File: config.mk
export PLATFORM = sky130hd
export DESIGN_NAME = card_dealer_flat
export DESIGN_NICKNAME = d
export VERILOG_FILES = /design/src/rtl/card_dealer_pkg.sv /design/src/rtl/card_dealer_if.sv /design/src/rtl/card_counter.sv /design/src/rtl/card_dealer.sv /design/src/flat_wrapper.sv
export SDC_FILE = /design/constraint.sdc
export NUM_CORES = 1
export LEC_CHECK = 0
export CORE_MARGIN = 3
export CORE_UTILIZATION = 40
export DETAILED_ROUTE_END_ITERATION = 16
export PLACE_DENSITY = 0.64
export SLEW_MARGIN = 20
export SYNTH_ARGS = -nofsm -noshare
export SYNTH_HDL_FRONTEND = slang
export SYNTH_SLANG_ARGS = --single-unit
File: constraint.sdc
create_clock -name clk -period 4.9 [get_ports clk]
set_clock_uncertainty 0.05 [all_clocks]
set_input_delay 0.98 -clock clk [delete_from_list [all_inputs] [get_ports clk]]
set_output_delay 0.98 -clock clk [all_outputs]
set_load 0.05 [all_outputs]
File: src/rtl/card_dealer_pkg.sv
// rtl/card_dealer_pkg.sv - shared card types, slot indices and scoring helpers
package card_pkg;

    typedef logic [3:0] card_t;

    localparam card_t CARD_EMPTY = 4'd0;
    localparam card_t CARD_ACE   = 4'd1;
    localparam card_t CARD_KING  = 4'd13;

    localparam int NUM_SLOTS = 6;

    localparam logic [2:0] SLOT_P1 = 3'd0;
    localparam logic [2:0] SLOT_P2 = 3'd1;
    localparam logic [2:0] SLOT_P3 = 3'd2;
    localparam logic [2:0] SLOT_D1 = 3'd3;
    localparam logic [2:0] SLOT_D2 = 3'd4;
    localparam logic [2:0] SLOT_D3 = 3'd5;

    typedef enum logic {
        IDLE  = 1'b0,
        WRITE = 1'b1
    } deal_state_t;

    // Tens and face cards count as zero in baccarat
    function automatic logic [3:0] card_value(input card_t c);
        if (c >= CARD_ACE && c <= 4'd9) begin
            return c;
        end
        return 4'd0;
    endfunction

    function automatic logic [3:0] hand_score(input card_t a, input card_t b, input card_t c);
        logic [4:0] sum;
        sum = {1'b0, card_value(a)} + {1'b0, card_value(b)} + {1'b0, card_value(c)};
        if (sum >= 5'd20) begin
            sum = sum - 5'd20;
        end else if (sum >= 5'd10) begin
            sum = sum - 5'd10;
        end
        return sum[3:0];
    endfunction

endpackage

File: src/rtl/card_dealer_if.sv
// rtl/card_dealer_if.sv - deal request/response handshake bundle
interface card_dealer_if;
    import card_pkg::*;

    logic       deal_valid;
    logic [2:0] deal_slot;
    logic       deal_ready;
    logic       deal_done;
    logic       deal_err;
    card_t      dealt_card;

    modport master (
        output deal_valid,
        output deal_slot,
        input  deal_ready,
        input  deal_done,
        input  deal_err,
        input  dealt_card
    );

    modport slave (
        input  deal_valid,
        input  deal_slot,
        output deal_ready,
        output deal_done,
        output deal_err,
        output dealt_card
    );

endinterface

File: src/rtl/card_counter.sv
// rtl/card_counter.sv - free-running 1..13 card source, never produces an empty code
module card_counter
    import card_pkg::*;
(
    input  logic  clk,
    input  logic  reset,
    output card_t card
);

    card_t card_q;
    card_t card_d;

    always_comb begin
        card_d = (card_q == CARD_KING) ? CARD_ACE : card_q + 4'd1;
    end

    always_ff @(posedge clk) begin
        if (reset) begin
            card_q <= CARD_ACE;
        end else begin
            card_q <= card_d;
        end
    end

    assign card = card_q;

endmodule

File: src/rtl/card_dealer.sv
// rtl/card_dealer.sv - samples the card counter into player/dealer slots and keeps hand scores
module card_dealer
    import card_pkg::*;
(
    input  logic          clk,
    input  logic          reset,
    input  logic          new_round,
    card_dealer_if.slave  deal,
    output card_t         pcard1,
    output card_t         pcard2,
    output card_t         pcard3,
    output card_t         dcard1,
    output card_t         dcard2,
    output card_t         dcard3,
    output logic [3:0]    pscore,
    output logic [3:0]    dscore
);

    card_t       counter_card;
    deal_state_t state_q, state_d;
    card_t       hold_card_q, hold_card_d;
    logic [2:0]  hold_slot_q, hold_slot_d;
    card_t       dealt_card_q, dealt_card_d;
    card_t       slots_q [NUM_SLOTS];
    card_t       slots_d [NUM_SLOTS];
    logic [3:0]  pscore_q, pscore_d;
    logic [3:0]  dscore_q, dscore_d;
    logic        target_empty;
    logic        write_ok;

    card_counter u_counter (
        .clk   (clk),
        .reset (reset),
        .card  (counter_card)
    );

    // Slot indices 6 and 7 match no entry, so they are never "empty"
    always_comb begin
        target_empty = 1'b0;
        for (int i = 0; i < NUM_SLOTS; i++) begin
            if (hold_slot_q == 3'(i)) begin
                target_empty = (slots_q[i] == CARD_EMPTY);
            end
        end
        write_ok = target_empty;
    end

    always_comb begin
        state_d         = state_q;
        hold_card_d     = hold_card_q;
        hold_slot_d     = hold_slot_q;
        dealt_card_d    = dealt_card_q;
        slots_d         = slots_q;
        deal.deal_ready = 1'b0;
        deal.deal_done  = 1'b0;
        deal.deal_err   = 1'b0;

        case (state_q)
            IDLE: begin
                deal.deal_ready = 1'b1;
                if (deal.deal_valid) begin
                    hold_card_d = counter_card;
                    hold_slot_d = deal.deal_slot;
                    state_d     = WRITE;
                end
            end
            WRITE: begin
                deal.deal_done = 1'b1;
                deal.deal_err  = ~write_ok;
                dealt_card_d   = hold_card_q;
                for (int i = 0; i < NUM_SLOTS; i++) begin
                    if (write_ok && hold_slot_q == 3'(i)) begin
                        slots_d[i] = hold_card_q;
                    end
                end
                state_d = IDLE;
            end
            default: begin
                state_d = IDLE;
            end
        endcase

        // new_round discards any pending write; dealt_card keeps its last value
        if (new_round) begin
            state_d        = IDLE;
            dealt_card_d   = dealt_card_q;
            deal.deal_done = 1'b0;
            deal.deal_err  = 1'b0;
            for (int i = 0; i < NUM_SLOTS; i++) begin
                slots_d[i] = CARD_EMPTY;
            end
        end
    end

    always_comb begin
        pscore_d = hand_score(slots_q[SLOT_P1], slots_q[SLOT_P2], slots_q[SLOT_P3]);
        dscore_d = hand_score(slots_q[SLOT_D1], slots_q[SLOT_D2], slots_q[SLOT_D3]);
        if (new_round) begin
            pscore_d = 4'd0;
            dscore_d = 4'd0;
        end
    end

    always_ff @(posedge clk) begin
        if (reset) begin
            state_q      <= IDLE;
            hold_card_q  <= CARD_EMPTY;
            hold_slot_q  <= 3'd0;
            dealt_card_q <= CARD_EMPTY;
            pscore_q     <= 4'd0;
            dscore_q     <= 4'd0;
            for (int i = 0; i < NUM_SLOTS; i++) begin
                slots_q[i] <= CARD_EMPTY;
            end
        end else begin
            state_q      <= state_d;
            hold_card_q  <= hold_card_d;
            hold_slot_q  <= hold_slot_d;
            dealt_card_q <= dealt_card_d;
            pscore_q     <= pscore_d;
            dscore_q     <= dscore_d;
            for (int i = 0; i < NUM_SLOTS; i++) begin
                slots_q[i] <= slots_d[i];
            end
        end
    end

    assign deal.dealt_card = dealt_card_q;
    assign pcard1          = slots_q[SLOT_P1];
    assign pcard2          = slots_q[SLOT_P2];
    assign pcard3          = slots_q[SLOT_P3];
    assign dcard1          = slots_q[SLOT_D1];
    assign dcard2          = slots_q[SLOT_D2];
    assign dcard3          = slots_q[SLOT_D3];
    assign pscore          = pscore_q;
    assign dscore          = dscore_q;

endmodule
File: src/flat_wrapper.sv
// flat-port wrapper written by rule: the top's interface ports become plain ports
module card_dealer_flat import card_pkg::*;
  (clk, reset, new_round, pcard1, pcard2, pcard3, dcard1, dcard2, dcard3, pscore, dscore, deal_deal_valid, deal_deal_slot, deal_deal_ready, deal_deal_done, deal_deal_err, deal_dealt_card);
  card_dealer_if deal_i ();
  input  logic clk;
  input  logic reset;
  input  logic new_round;
  output card_t pcard1;
  output card_t pcard2;
  output card_t pcard3;
  output card_t dcard1;
  output card_t dcard2;
  output card_t dcard3;
  output logic [3:0] pscore;
  output logic [3:0] dscore;
  input wire logic [$bits(deal_i.deal_valid)-1:0] deal_deal_valid;
  input wire logic [$bits(deal_i.deal_slot)-1:0] deal_deal_slot;
  output wire logic [$bits(deal_i.deal_ready)-1:0] deal_deal_ready;
  output wire logic [$bits(deal_i.deal_done)-1:0] deal_deal_done;
  output wire logic [$bits(deal_i.deal_err)-1:0] deal_deal_err;
  output wire logic [$bits(deal_i.dealt_card)-1:0] deal_dealt_card;
  assign deal_i.deal_valid = deal_deal_valid;
  assign deal_i.deal_slot = deal_deal_slot;
  assign deal_deal_ready = deal_i.deal_ready;
  assign deal_deal_done = deal_i.deal_done;
  assign deal_deal_err = deal_i.deal_err;
  assign deal_dealt_card = deal_i.dealt_card;
  card_dealer u_core (.clk(clk), .reset(reset), .new_round(new_round), .deal(deal_i), .pcard1(pcard1), .pcard2(pcard2), .pcard3(pcard3), .dcard1(dcard1), .dcard2(dcard2), .dcard3(dcard3), .pscore(pscore), .dscore(dscore));
endmodule
After elaboration in Yosys (flattened, before gate mapping):

Cells that the tools add are included.

* bitwise gates (word level): 3
* equality and inequality tests: 6
* muxes and demuxes: 35
* add/subtract/negate cells: 9
* order comparisons: 16
* reductions and logical operators: 29

Operator list (count)
* 4-bit 2-to-1 mux: 16
* 4-bit by 1-bit >= comparator with 1-bit output (second input constant): 6
* 4-bit <= comparator (second input constant): 6
* 4-bit logical NOT: 6
* 1-bit 2-to-1 mux: 18
* 2-bit AND reduction: 8
* 1-bit logical AND: 12
* 4-bit by 4-bit adder with 5-bit output: 2
* 5-bit by 4-bit adder with 5-bit output: 2
* 5-bit by 4-bit >= comparator with 1-bit output (second input constant): 2
* 5-bit >= comparator (second input constant): 2
* 4-bit by 3-bit subtractor with 4-bit output (second input constant): 2
* 4-bit subtractor (second input constant): 2
* 3-bit by 2-bit == test with 1-bit output (second input constant): 2
* 3-bit == test (second input constant): 2
* 4-bit by 1-bit adder with 4-bit output (second input constant): 1
* 4-bit == test (second input constant): 1
* 2-bit OR reduction: 2
* 3-bit by 1-bit == test with 1-bit output (second input constant): 1
* 3-bit logical NOT: 1
* 1-bit NOT: 3
* 1-bit case mux with 2 select lines: 1

* flip-flop bits (word level): 48
* input port bits: 7

Longest topological paths before layout:

* depth in word-level cells: 10
* mapped depth: 14
* depth with buffers taken out: 14

Modules after synthesis:

A second synthesis with hierarchy kept.

* cells, all modules: 294
* area, all modules: 2728.9 µm²

Modules (own cells, without submodules)
* card_dealer: sequential area each 880.8 µm², area each 2553.7 µm², instances 1, cells an instance 276
* card_counter: sequential area each 80.1 µm², area each 175.2 µm², instances 1, cells an instance 18

Least setup slack after synthesis:

Ideal clock, no wire load.

* path kind: register to register
* start point: register u_core.slots_q, in the netlist u_core.dcard3[1]
* end point: register u_core.dscore_q[1] (netlist: u_core.dscore[1])
* cell stages (with the launch flop): 12
* slack: 1396 ps
* data required time: 4780 ps
* clock period less this slack: 3504 ps
* arrival: 3383 ps
* cell sequence: dfxtp_1 -> o21ai_0 -> and2_1 -> fa_1 -> ha_1 -> fa_1 -> inv_1 -> ha_1 -> o21ai_0 -> o21ba_2 -> or3_1 -> a21oi_1

* longest elaborated chain between the ends: 8
* elaborated cells between the ends (all ways): 13
* those cells by class: add/sub: 3; order compare: 4; mux: 5; reduce/logical: 1

Ends and longest elaborated chain
* start, declared: RTL line card_dealer.sv:24 `card_t slots_q [NUM_SLOTS];`
* start signal, assigned by index: RTL line card_dealer.sv:123 `slots_q[i] <= slots_d[i];`
* 4-bit by 1-bit >= comparator with 1-bit output or 4-bit <= comparator (tied branches): RTL line card_dealer_pkg.sv:26 `if (c >= CARD_ACE && c <= 4'd9) begin`
* 1-bit logical AND: RTL line card_dealer_pkg.sv:26
* 1-bit 2-to-1 mux: RTL line card_dealer_pkg.sv:26
* 4-bit 2-to-1 mux (*): RTL line card_dealer_pkg.sv:29 `return 4'd0;`
* 5-bit by 4-bit adder with 5-bit output (*): RTL line card_dealer_pkg.sv:34 `sum = {1'b0, card_value(a)} + {1'b0, card_value(b)} + {1'b0, card_value(c)};`
* 4-bit subtractor or 5-bit by 4-bit >= comparator with 1-bit output (tied branches): RTL line card_dealer_pkg.sv:38, card_dealer_pkg.sv:37
* 4-bit 2-to-1 mux: RTL line card_dealer_pkg.sv:37 `end else if (sum >= 5'd10) begin`
* 4-bit 2-to-1 mux (*): RTL line card_dealer_pkg.sv:35 `if (sum >= 5'd20) begin`
* end signal, assigned: RTL line card_dealer.sv:121 `dscore_q <= dscore_d;`
* end, declared: RTL line card_dealer.sv:27 `logic [3:0] dscore_q, dscore_d;`

Every way passes the cells marked *; elsewhere a longest branch is shown, timed or not. The select of a mux whose other input is x is not followed.
A chain may end at the register's enable or synchronous reset.

Final worst setup path:

* start point: input new_round
* end point: output deal_deal_err

* longest elaborated chain between the ends: 1

Ends and longest elaborated chain
* start, declared: RTL line flat_wrapper.sv:7 `input logic new_round;`
* 1-bit 2-to-1 mux: RTL line card_dealer.sv:84 `if (new_round) begin`
* end, declared: RTL line flat_wrapper.sv:20 `output wire logic [$bits(deal_i.deal_err)-1:0] deal_deal_err;`

No other way between the ends.

==> flow_summary_export.csv <==
group,metric,value,unit
synthesis,synth.most_common_cell,"dfxtp_1",
synthesis,ys_seq_area_share,36.5,%
sta,slew_viol_final,0,
synthesis,synth_top_area_share,36.5,%
synthesis,yosys_warnings,0,
synthesis,synthSimpleGateAreaFrac,22.8,%
clock_tree,cts_sinks,48,
setup_path,critical-path-top-delay-family,"buffers and inverters",
sta,max_slew.worst_pin.slew,792,ps
placed_design,placed_area,0.00313,mm^2
hold_path,hp-class,"reg -> reg",
clock_tree,cts_root_buf,"clkbuf_8",
finish,fin_nets,367,
routing,ant_nets,0,
global_routing,overflow,0,
finish,drive_gt1_share,6.82,%
clock_tree,numCtsBuffers,5,
global_routing,grtUsageTotal,16.8,%
sta,min_period_over_period,78.3,%
placed_design,globalplace.congestion,0.845,
global_routing,grt_pass1_vias,2095,
synthesis,synth_compound_area_share,17.2,%
sta,max_slew_margin,47.1,%
synthesis,syn_area_per_cell,8.86,um^2
routing,drtIter0Drc,54,
setup_path,cpPeakStageDelay,840,ps
floorplanning,core_region_area,0.00613,mm^2
routing,wl_per_cell,14.2,um
clock_tree,cts-htree-levels,2,
clock_tree,cts.hold.buffers_added,0,
sta,fin_tns_setup,0,ps
synthesis,synth-xor-area-share,0.666,%
sta,setup_viol,0,
clock_tree,cts_buffer_depth,2,
setup_path,timing.rr.end,"u_core.pscore[1]$_SDFF_PP0_",
setup_path,critPathRequiredTime,3870,ps
synthesis,synth_seq_cells,48,
power,power,713,uW
routing,route.detailed.drc,0,
hold_path,min-delay-start,"u_core.u_counter.card[0]$_SDFF_PP1_",
setup_path,reg2reg_depth,11,
setup_path,path_buf_inv,2,
setup_path,path_cells,"clkdlybuf4s50_1 -> nand2b_1 -> nor3_1 -> clkdlybuf4s50_1",
finish,diodes,0,
routing,first_pass_iters,4,
routing,via_count,2157,
clock_tree,cts_tree,"built",
routing,wl_met2,2.73,mm
hold_path,timing.hold.worst_path_depth,1,
finish,final_area,0.00322,mm^2
floorplanning,die_y,87.1,um
floorplanning,io_pins,46,
run,drv_cap,0,
synthesis,synth_top_cell_by_area,"dfxtp_1",
sta,hold_violations,0,
global_routing,antenna_found_initial,0,
sta,max_freq,0.261,GHz
synthesis,synth-edff-count,0,
setup_path,r2r_slack,1450,ps
floorplanning,start_util,42.9,%
synthesis,async_reset_ff_share,0,%
outcome,outcome,"completed",
hold_path,hold_path_end,"u_core.u_counter.card[0]$_SDFF_PP1_",
synthesis,ys.flop_type,"dfxtp_1",
setup_path,crit_path_max_fanout,6,
synthesis,synth_top_family_by_area,"simple AND/OR/NAND/NOR gates",
synthesis,synth_cell_types,40,
synthesis,synthTopCellsByArea,"dfxtp_1 37%, fa_1 7.6%, nor2_1 6.7%",
setup_path,crit_top_cell,"clkdlybuf4s50_1",
routing,top_layer_used,"met4",
setup_path,crit_arrival,2810,ps
finish,area_growth,22.5,%
floorplanning,die_area,0.00758,mm^2
floorplanning,num_rows,28,
placed_design,port_buffers,45,
clock_tree,cts_resized,0,
power,power.leakage,1.27,nW
routing,wl_met3,254,um
synthesis,syn-num-nets,328,
clock_tree,clk_pin_slew,90,ps
synthesis,syn_area,0.00263,mm^2
setup_path,slowest_stage,"clkdlybuf4s50_1",
synthesis,synthMuxAreaShare,4.19,%
setup_path,path_class,"in -> out",
sta,layout_min_cycle_time,3840,ps
placed_design,place_hpwl,4.32,mm
global_routing,grt_pass1_wl,10.1,mm
global_routing,grt_max_degree,28,
setup_path,startpoint_type,"input port",
floorplanning,die_w,87.1,um
clock_tree,post_cts_buffers,0,
power,power.density,221,mW/mm^2
synthesis,syn_inst,297,
routing,wl,5.87,mm
power,irDropWorstVdd,0.000194,V
synthesis,netlist_top_cells_count,"48 x dfxtp_1, 47 x nor2_1, 18 x a21oi_1, 17 x inv_1, 16 x o21ai_0",
routing,via_per_inst,5.24,
clock_tree,worstSkewPairLatency,300,ps
synthesis,synth_adder_area_share,14.3,%
setup_path,r2r_start,"u_core.pcard1[3]$_SDFFE_PP0P_",
setup_path,end_kind,"output pin",
routing,m1WireLength,2.83,mm
finish,final_util,52.6,%
sta,rsz0062_at_grt,"false",
layer usage:
layer / track usage (%) / vias up
met5: 0 / -
li1: - / 1100
met4: 3.82 / 0
met1: 22.5 / 1003
met2: 27.4 / 50
met3: 3.97 / 4
worst max-delay path by stage:
stage | start | cells past startpoint | to
after floorplan | u_core.dcard3[1]$_SDFFE_PP0P_ | 11 | u_core.dscore[1]$_SDFF_PP0_
after global placement | new_round | 4 | deal_deal_err
after detailed placement | new_round | 4 | deal_deal_err
after CTS | new_round | 4 | deal_deal_err
after global routing | new_round | 4 | deal_deal_err
final | new_round | 4 | deal_deal_err
placed cells by master, fill, tap and decap left out, types with 2 or more instances in the layout:
cell	synthesis	layout
inv_1	17	17
and2_1	8	8
nor3_1	5	5
fa_1	10	10
clkbuf_8	0	6
nor2b_1	12	12
nand2b_1	7	7
xnor2_1	2	2
a211oi_1	5	5
nand3b_1	2	2
o21ba_2	4	4
or2_1	2	2
nor4_1	4	4
a31oi_1	12	12
nor3b_1	5	5
nand2_1	13	13
a21oi_1	18	18
nor2_1	47	47
o21ai_0	16	16
o32ai_2	2	2
or3_1	2	2
or2_2	2	2
a211oi_2	2	2
ha_1	14	14
mux2i_1	11	11
dfxtp_1	48	48
clkdlybuf4s50_1	0	45
worst reg2reg max path, cell delays in order, from the launching register on:
cell,delay [ps]
dfxtp_1,520
o21ai_0,130
and2_1,180
fa_1,380
ha_1,230
fa_1,610
inv_1,110
ha_1,230
o21ai_0,290
o21ba_2,210
or3_1,300
a21oi_1,140
sequential cells by signal (all words and copies together), names as in the netlist:
register / flops
u_core.pcard1: 4
u_core.deal.dealt_card: 4
u_core.dscore: 4
u_core.dcard3: 4
u_core.hold_slot_q: 3
u_core.dcard2: 4
u_core.u_counter.card: 4
u_core.pcard2: 4
u_core.pcard3: 4
u_core.hold_card_q: 4
u_core.pscore: 4
u_core.state_q: 1
u_core.dcard1: 4
metrics by stage:
step	hold slack [ps]	cells	setup slack [ps]
detailed placement	395	404	1070
floorplan	365	297	1400
global route	441	412	971
global placement	399	404	1120
CTS	415	412	1050
finish	417	412	1060
power breakdown:
part           internal (mW)  switching, mW
clock network          0.116          0.137
registers              0.397         0.0140
logic                 0.0225         0.0279
total                  0.535          0.178
layout make-up:
type                            instances  area [um^2]
Clock buffer                            6         82.6
Clock inverter                          2         13.8
Fill cell                             589         2910
Inverter                               17         63.8
Multi-Input combinational cell        219         1560
Sequential cell                        48          961
Tap cell                               75         93.8
Timing Repair Buffer                   45          450
kinds of logic after synthesis:
kind of cell	count (synthesis)
xor gates and xnor gates	2
adders and majority gates	24
and+or+nand+nor	115
muxes	11
AOI/OAI and AO/OA	67
buffers and inverters	30
DFF	48
Power figures use the tool's default switching activity.
